===== src/rtl/mips_pkg.sv =====
// Shared MIPS pipeline definitions: NOP encoding, fetch FSM states and
// instruction field positions.
package mips_pkg;

  localparam logic [31:0] NOP_INSTR = 32'h0000_0000;

  localparam int OPCODE_MSB = 31;
  localparam int OPCODE_LSB = 26;
  localparam int FUNC_MSB   = 5;
  localparam int FUNC_LSB   = 0;

  typedef enum logic [1:0] {
    ST_RESET   = 2'd0,
    ST_FETCH   = 2'd1,
    ST_HOLD    = 2'd2,
    ST_DISCARD = 2'd3
  } fetch_state_e;

  function automatic logic [31:0] word_align(input logic [31:0] addr);
    return {addr[31:2], 2'b00};
  endfunction

endpackage


===== src/rtl/if_id_reg.sv =====
// IF/ID pipeline register. Flush beats load beats hold; reset and flush
// both leave a NOP behind.
module if_id_reg
  import mips_pkg::*;
(
  input  logic        clk,
  input  logic        rst,
  input  logic        flush,
  input  logic        load,
  input  logic [31:0] load_instr,
  input  logic [31:0] load_pc_plus4,
  output logic        valid,
  output logic [31:0] instr,
  output logic [31:0] pc_plus4
);

  always_ff @(posedge clk or posedge rst) begin
    if (rst) begin
      valid    <= 1'b0;
      instr    <= NOP_INSTR;
      pc_plus4 <= 32'h0;
    end else if (flush) begin
      valid <= 1'b0;
      instr <= NOP_INSTR;
    end else if (load) begin
      valid    <= 1'b1;
      instr    <= load_instr;
      pc_plus4 <= load_pc_plus4;
    end
  end

endmodule


===== src/rtl/mips_fetch_unit.sv =====
// Instruction fetch stage: PC, imem req/ack sequencing, one-entry skid for
// stalls and redirect handling, feeding the IF/ID register.
module mips_fetch_unit
  import mips_pkg::*;
#(
  parameter logic [31:0] RESET_PC = 32'h0000_0000
) (
  input  logic         clk,
  input  logic         rst,
  output logic         imem_req,
  output logic [31:0]  imem_addr,
  input  logic         imem_ack,
  input  logic [31:0]  imem_rdata,
  input  logic         stall,
  input  logic         redirect,
  input  logic [31:0]  redirect_pc,
  output logic         if_id_valid,
  output logic [31:0]  if_id_instr,
  output logic [31:0]  if_id_pc_plus4,
  output logic [5:0]   opcode,
  output logic [5:0]   func,
  output fetch_state_e dbg_state
);

  // imem handshake: imem_req and imem_addr are held stable until the cycle
  // in which imem_ack is sampled high; that cycle completes the transfer and
  // imem_rdata is taken then. imem_ack outside a request is ignored.

  fetch_state_e state, state_nxt;
  logic [31:0]  pc, pc_nxt;
  logic [31:0]  pend_pc, pend_pc_nxt;
  logic [31:0]  skid_instr, skid_pc_plus4;
  logic         skid_load;
  logic         ifid_flush, ifid_load;
  logic [31:0]  ifid_instr_in, ifid_pc_plus4_in;
  logic [31:0]  pc_plus4, redir_pc;
  logic         unused_redirect_lsbs;

  assign pc_plus4             = pc + 32'd4;
  assign redir_pc             = word_align(redirect_pc);
  assign unused_redirect_lsbs = ^redirect_pc[1:0];

  assign imem_req  = (state == ST_FETCH) || (state == ST_DISCARD);
  assign imem_addr = pc;
  assign dbg_state = state;

  always_ff @(posedge clk or posedge rst) begin
    if (rst) begin
      state         <= ST_RESET;
      pc            <= {RESET_PC[31:2], 2'b00};
      pend_pc       <= 32'h0;
      skid_instr    <= NOP_INSTR;
      skid_pc_plus4 <= 32'h0;
    end else begin
      state   <= state_nxt;
      pc      <= pc_nxt;
      pend_pc <= pend_pc_nxt;
      if (skid_load) begin
        skid_instr    <= imem_rdata;
        skid_pc_plus4 <= pc_plus4;
      end
    end
  end

  always_comb begin
    state_nxt        = state;
    pc_nxt           = pc;
    pend_pc_nxt      = pend_pc;
    skid_load        = 1'b0;
    ifid_flush       = 1'b0;
    ifid_load        = 1'b0;
    ifid_instr_in    = imem_rdata;
    ifid_pc_plus4_in = pc_plus4;
    unique case (state)
      ST_RESET: state_nxt = ST_FETCH;
      ST_FETCH: begin
        if (redirect) begin
          ifid_flush = 1'b1;
          if (imem_ack) begin
            pc_nxt = redir_pc;
          end else begin
            // Request is still outstanding: keep the address stable and
            // remember where to go once the stale word comes back.
            pend_pc_nxt = redir_pc;
            state_nxt   = ST_DISCARD;
          end
        end else if (imem_ack) begin
          pc_nxt = pc_plus4;
          if (stall) begin
            skid_load = 1'b1;
            state_nxt = ST_HOLD;
          end else begin
            ifid_load = 1'b1;
          end
        end else if (!stall) begin
          ifid_flush = 1'b1;
        end
      end
      ST_HOLD: begin
        if (redirect) begin
          ifid_flush = 1'b1;
          pc_nxt     = redir_pc;
          state_nxt  = ST_FETCH;
        end else if (!stall) begin
          ifid_load        = 1'b1;
          ifid_instr_in    = skid_instr;
          ifid_pc_plus4_in = skid_pc_plus4;
          state_nxt        = ST_FETCH;
        end
      end
      ST_DISCARD: begin
        ifid_flush = 1'b1;
        if (redirect) pend_pc_nxt = redir_pc;
        if (imem_ack) begin
          pc_nxt    = redirect ? redir_pc : pend_pc;
          state_nxt = ST_FETCH;
        end
      end
      default: state_nxt = ST_RESET;
    endcase
  end

  if_id_reg u_if_id_reg (
    .clk           (clk),
    .rst           (rst),
    .flush         (ifid_flush),
    .load          (ifid_load),
    .load_instr    (ifid_instr_in),
    .load_pc_plus4 (ifid_pc_plus4_in),
    .valid         (if_id_valid),
    .instr         (if_id_instr),
    .pc_plus4      (if_id_pc_plus4)
  );

  assign opcode = if_id_instr[OPCODE_MSB:OPCODE_LSB];
  assign func   = if_id_instr[FUNC_MSB:FUNC_LSB];

endmodule


===== config.mk =====
export PLATFORM = sky130hd
export DESIGN_NAME = mips_fetch_unit
export DESIGN_NICKNAME = d
export VERILOG_FILES = /design/src/rtl/mips_pkg.sv /design/src/rtl/if_id_reg.sv /design/src/rtl/mips_fetch_unit.sv
export SDC_FILE = /design/constraint.sdc
export NUM_CORES = 1
export LEC_CHECK = 0
export ABC_CLOCK_PERIOD_IN_PS = 5700
export CORE_MARGIN = 4
export CORE_UTILIZATION = 35
export DETAILED_ROUTE_END_ITERATION = 8
export GPL_TIMING_DRIVEN = 0
export PLACE_DENSITY_LB_ADDON = 0.25
export SLEW_MARGIN = 20
export SYNTH_ARGS = -nofsm -noshare
export SYNTH_HDL_FRONTEND = slang
export SYNTH_SLANG_ARGS = --single-unit

===== constraint.sdc =====
create_clock -name clk -period 5.7 [get_ports clk]
set_clock_uncertainty 0.05 [all_clocks]
set_input_delay 0.855 -clock clk [delete_from_list [all_inputs] [get_ports clk]]
set_output_delay 0.855 -clock clk [all_outputs]
set_load 0.01 [all_outputs]

Yosys cells after proc, flatten, opt, wreduce, memory -nomap -nowiden
Index checks and enable logic that the tools add are counted.

Output and inout bits: 112. Logic and storage cells: 72. Flip-flop bits (word level): 195.

Mux-type cells: 41. Reduce and logical (&&, ||, !) cells: 9. Equality and inequality tests: 12. Bitwise logic cells: 1. Add/subtract/negate cells: 1.

Operators with widths (count): 2-to-1 mux 32 bit (16); one-hot mux 32 bit (3 select lines) (1); one-hot mux 32 bit (2 select lines) (1); adder 32 x 3 -> 32 bit, second input constant (1); 2-to-1 mux 2 bit (7); 2-to-1 mux 1 bit (13); != test 3 bit, second input constant (4); != test 2 bit, second input constant (5); one-hot mux 2 bit (4 select lines) (1); AND reduction 5 bit (1); equality test 2 bit, second input constant (2); AND reduction 4 bit (1); nonzero test 2 bit (2); one-hot mux 1 bit (3 select lines) (1); AND reduction 3 bit (1); nonzero test 3 bit (1); equality test 2 x 1 -> 1 bit, second input constant (1); zero test 2 bit (1); one-hot mux 1 bit (2 select lines) (1); AND reduction 2 bit (1); logical OR 1 bit (1); NOT 1 bit (1).

Logic depth before layout (Yosys ltp)
Gate-level depths: netlist (run 1).

Depth in word-level cells: 6. Gate-level depth with buffers: 10.

Hierarchy
A second synthesis (run 1) with hierarchy kept.

Cell total of the unflattened synthesis: 881. Area total of the unflattened synthesis: 9720.6 um^2.

By module, submodules not included: mips_fetch_unit (area each 7068.0 um^2, cells an instance 704, times used 1, seq. area each 3253.1 um^2); if_id_reg (area each 2652.5 um^2, cells an instance 177, times used 1, seq. area each 1626.6 um^2).

Worst setup path before layout (run 1)
Ideal clock, no wire load.

Path kind: input -> register. From: in imem_ack. To: reg u_if_id_reg.pc_plus4[16]. Arrival: 2254 ps. Setup time: 127 ps. Buffers on the path: 3. Required time: 5523 ps. Setup slack: 3269 ps. Stages on the path: 8. Cells stage by stage: buf_6 > or3b_1 > a211oi_4 > nor2b_1 > buf_4 > nand2_4 > buf_6 > o211ai_2.

Word-level cells in the longest chain between the ends: 5.

RTL lines: start, declared (RTL line mips_fetch_unit.sv:12) `input logic imem_ack,`; 2-to-1 mux 1 bit (RTL line mips_fetch_unit.sv:87) `end else if (imem_ack) begin`; 2-to-1 mux 1 bit (RTL line mips_fetch_unit.sv:77) `if (redirect) begin`; one-hot mux 1 bit (3 select lines) (RTL line mips_fetch_unit.sv:74) `unique case (state)`; NOT 1 bit (no source line); AND reduction 2 bit (no source line) (*); end signal, assigned (RTL line if_id_reg.sv:28) `pc_plus4 <= load_pc_plus4;`; end, declared (RTL line if_id_reg.sv:14) `output logic [31:0] pc_plus4`.

Every way passes the cells marked *; elsewhere a longest branch is shown, timed or not. A chain may end at the register's enable or synchronous reset.

Worst setup path in the final report (run 1)
From: reg state[1], in the netlist dbg_state[1]. To: out imem_req.

Word-level cells in the longest chain between the ends: 2.

RTL lines: start, declared (RTL line mips_fetch_unit.sv:29) `fetch_state_e state, state_nxt;`; start signal, assigned (RTL line mips_fetch_unit.sv:55) `state <= state_nxt;`; equality test 2 x 1 -> 1 bit or equality test 2 bit (tied branches) (RTL line mips_fetch_unit.sv:43) `assign imem_req = (state == ST_FETCH) || (state == ST_DISCARD);`; logical OR 1 bit (*) (RTL line mips_fetch_unit.sv:43); end, declared (RTL line mips_fetch_unit.sv:10) `output logic imem_req,`.

Marked as above.

==> results of run 1 <==
## sequential cells by signal, summed over array words and instances, names as in the netlist
signal                count
imem_addr                32
pend_pc                  32
skid_instr               32
skid_pc_plus4            32
u_if_id_reg.instr        32
u_if_id_reg.pc_plus4     32
dbg_state                 2
u_if_id_reg.valid         1
## synth_stat cells (4+ instances only)
library cell	number	area share, %
clkbuf_1	29	1.2
a221oi_1	7	0.65
a31oi_1	4	0.26
ha_1	5	0.66
mux2i_1	6	0.63
dfrtp_1	195	52
buf_6	7	0.83
nand3_1	38	2.0
nand2_1	146	5.8
nor3_1	7	0.37
xor2_1	19	1.8
xnor2_1	7	0.65
o21ai_0	63	3.3
buf_4	17	1.3
nor2_1	87	3.5
mux2_2	78	9.3
o211ai_1	15	1.2
nand4_1	12	0.79
buf_1	11	0.44
a22oi_1	22	1.7
a21oi_1	30	1.6
a311oi_1	32	3.0
o211ai_2	9	1.2
and3_1	5	0.33
buf_2	20	1.1
inv_1	10	0.40
o21ai_1	7	0.37
nor2b_1	5	0.33
## per-layer routing
metal	vias to the layer above	share of wire, %	track usage (%)
met3	27	5.7	3.178
met2	256	46	30.28
li1	3714	-	-
met4	0	1.7	5.468
met1	3797	46	26.05
met5	-	0	0
## metrics by stage
step	hold slack, ns	utilization, %
after global placement	0.4069	44.23
after detailed placement	0.4150	44.85
after floorplan	0.3947	-
after CTS	0.4346	46.90
final	0.4302	46.90
after global routing	0.4573	46.90
## worst min-delay path, cell delays in order (launching register included)
cell	delay, ns
dfrtp_1	0.34
nand2_1	0.05
o21ai_0	0.06
## cell families (layout without fill, tap and decap cells)
kind of cell               Yosys count  in the layout  share of synthesized area, %
DFF                                195            195                         51.57
adders and majority gates            5              5                        0.6611
AOI/OAI and AO/OA                  212            212                         15.51
xor gates and xnor gates            26             26                         2.406
and+or+nand+nor                    316            316                         14.72
muxes                               84             84                         9.917
buffers and inverters               94            310                         5.223
## final cells by class
class,count,area share (%)
clock inverter,11,0.6378
multi-input combinational,643,33.08
clock buffer,21,3.725
timing repair buffer,184,15.65
buffer,84,3.695
tap,335,3.391
inverter,10,0.3341
sequential,195,39.48
## where the power goes
| group | switching [mW] | internal (mW) | total (mW) |
|---|---|---|---|
| Clock | 0.537 | 0.585 | 1.12 |
| Sequential | 0.447 | 1.98 | 2.42 |
| Combinational | 1.35 | 1.34 | 2.69 |
| Total | 2.33 | 3.90 | 6.24 |
## worst paths after layout
path                                          startpoint                       endpoint  cells past startpoint
min reg2reg                skid_pc_plus4[18]$_DFFE_PP0P_  skid_pc_plus4[18]$_DFFE_PP0P_                      2
min                        skid_pc_plus4[18]$_DFFE_PP0P_  skid_pc_plus4[18]$_DFFE_PP0P_                      2
max in group asynchronous                            rst      imem_addr[25]$_DFFE_PP0P_                      6
min in group asynchronous                            rst       imem_addr[8]$_DFFE_PP0P_                      2
max                             dbg_state[1]$_DFFE_PP0P_                       imem_req                      6
max reg2reg                     dbg_state[0]$_DFFE_PP0P_      imem_addr[15]$_DFFE_PP0P_                     10
==> flow_metrics.py, run 1 <==
metrics = {
    "power_and_ir_drop": {
        "irDropWorstVdd_mv": 0.2239,
        "power_leakage_nw": 5.140,
        "power_density_nw_per_um2": 504.8,
        "power_mw": 6.239,
    },
    "global_routing": {
        "grt_usage_pct": 18.75,
        "antenna_found_initial": 0,
        "first_global_vias": 7622,
        "grt-ovfl-total": 0,
        "grt_first_pass_wirelength_mm": 43.41,
        "grt_max_degree": 34,
    },
    "timing": {
        "finalWorstSetupSlack_ns": 2.494,
        "fmax_ghz": 0.3119,
        "slew_headroom_pct": 53.23,
        "final_max_slew_viol_count": 0,
        "layout_min_cycle_time_ns": 3.206,
        "tightest_slew_ns": 0.7016,
        "finalSetupTns_ns": 0,
        "finalCritPeriodShare_pct": 56.24,
        "finalHoldViolCount": 0,
        "setup_viol": 0,
        "grt_setup_unrepaired": "false",
    },
    "worst_setup_path": {
        "worst_ep_required_time_ns": 4.80,
        "startpoint_type": "register",
        "path_delay_family": "buffers and inverters",
        "max_stage_delay_ns": 0.50,
        "crit_type": "register to output port",
        "reg2reg_slack_ns": 3.10,
        "crit_chain": "inv_1 > ha_1 > buf_2 > nor2_1 > inv_1 > clkdlybuf4s50_1",
        "end_kind": "output port",
        "crit_top_cell": "inv_1",
        "cp_max_fo": 10,
        "crit_slowest_cell": "clkdlybuf4s50_1",
        "path_buf_inv": 4,
        "arrival_ns": 2.30,
    },
    "floorplanning": {
        "num_rows": 59,
        "die_y_um": 172.4,
        "floorplan.die_area_sq_um": 29730,
        "initial_core_util_pct": 35.91,
        "coreArea_sq_um": 26350,
        "ios": 181,
        "die_x_um": 172.4,
    },
    "clock_network": {
        "numCtsBuffers": 17,
        "worstSkewPairLatency_ns": 0.43,
        "post-cts-setup-buffer-count": 0,
        "hold_buffers": 0,
        "cts_resized": 0,
        "cts_max_path_buffers": 2,
        "root_buffer": "clkbuf_16",
        "cts-htree-levels": 4,
        "cts_sinks": 195,
        "clkTransAtPathRegs_ns": 0.07,
        "cts_tree": "done",
    },
    "synth": {
        "synthArstFlopShare_pct": 100.0,
        "synth_cell_types": 53,
        "synth_ff_type": "dfrtp_1",
        "synth.yosys.seq_area_share_pct": 51.57,
        "syn_area_sq_um": 9463,
        "synth_cells": 932,
        "ys_ff_latch": 195,
        "syn_area_per_cell_sq_um": 10.15,
        "synth-edff-count": 0,
        "ys_warn_count": 0,
        "syn_nets": 1006,
    },
    "finish": {
        "fin_nets": 1209,
        "area_growth_pct": 30.61,
        "multiInputGateArea_sq_um": 4089,
        "mostFrequentLayoutCells": "dfrtp_1 (195), clkdlybuf4s50_1 (177), nand2_1 (146)",
        "nFillCells": 2512,
        "antenna_cells": 0,
        "drive_above_1_share_pct": 15.51,
        "fin_cells": 1483,
        "ff_latch_area_sq_um": 4880,
        "final_common_cell": "dfrtp_1",
        "final_area_sq_um": 12360,
    },
    "job": {
        "max_cap_viol_count": 0,
    },
    "routing": {
        "drt_wl_total_mm": 27.63,
        "vias_per_cell": 5.256,
        "via_count": 7794,
        "wl_per_cell_um": 18.63,
        "first_pass_iters": 6,
        "ant_nets": 0,
        "drt_iter0_markers": 532,
        "route.detailed.drc": 0,
    },
    "place": {
        "numPortBuffers": 177,
        "placed_cell_area_sq_um": 11820,
        "dpl.hpwl_mm": 21.15,
        "gp_congestion": 0.8193,
        "preCtsSetupSlack_ns": 2.286,
        "dp_cells": 1451,
    },
    "hold_path": {
        "hp-class": "register to register",
    },
    "run_status": {
        "status": "finished, final reports clean",
    },
}
Power figures use the tool's default switching activity.
==> run 2, diff against run 1 <==
- ABC_CLOCK_PERIOD_IN_PS: 5700 -> 3400
- clock period: 5.7 -> 3.4 ns (I/O delays scaled with it)
==> results of run 2 <==
Same layout as run 1 (identical final DEF). Status: finished, final reports clean.
Among the figures that moved: setup slack after placement 2.286 ns -> 0.3308 ns; clock-pin slew on the worst setup and hold paths 0.07 ns -> 0.08 ns; setup slack after layout 2.494 ns -> 0.5393 ns; hold slack 0.4302 ns -> 0.3890 ns; register-to-register setup slack 3.10 ns -> 0.80 ns; total power 6.239 mW -> 10.46 mW; worst IR drop on VDD 0.2239 mV -> 0.3754 mV
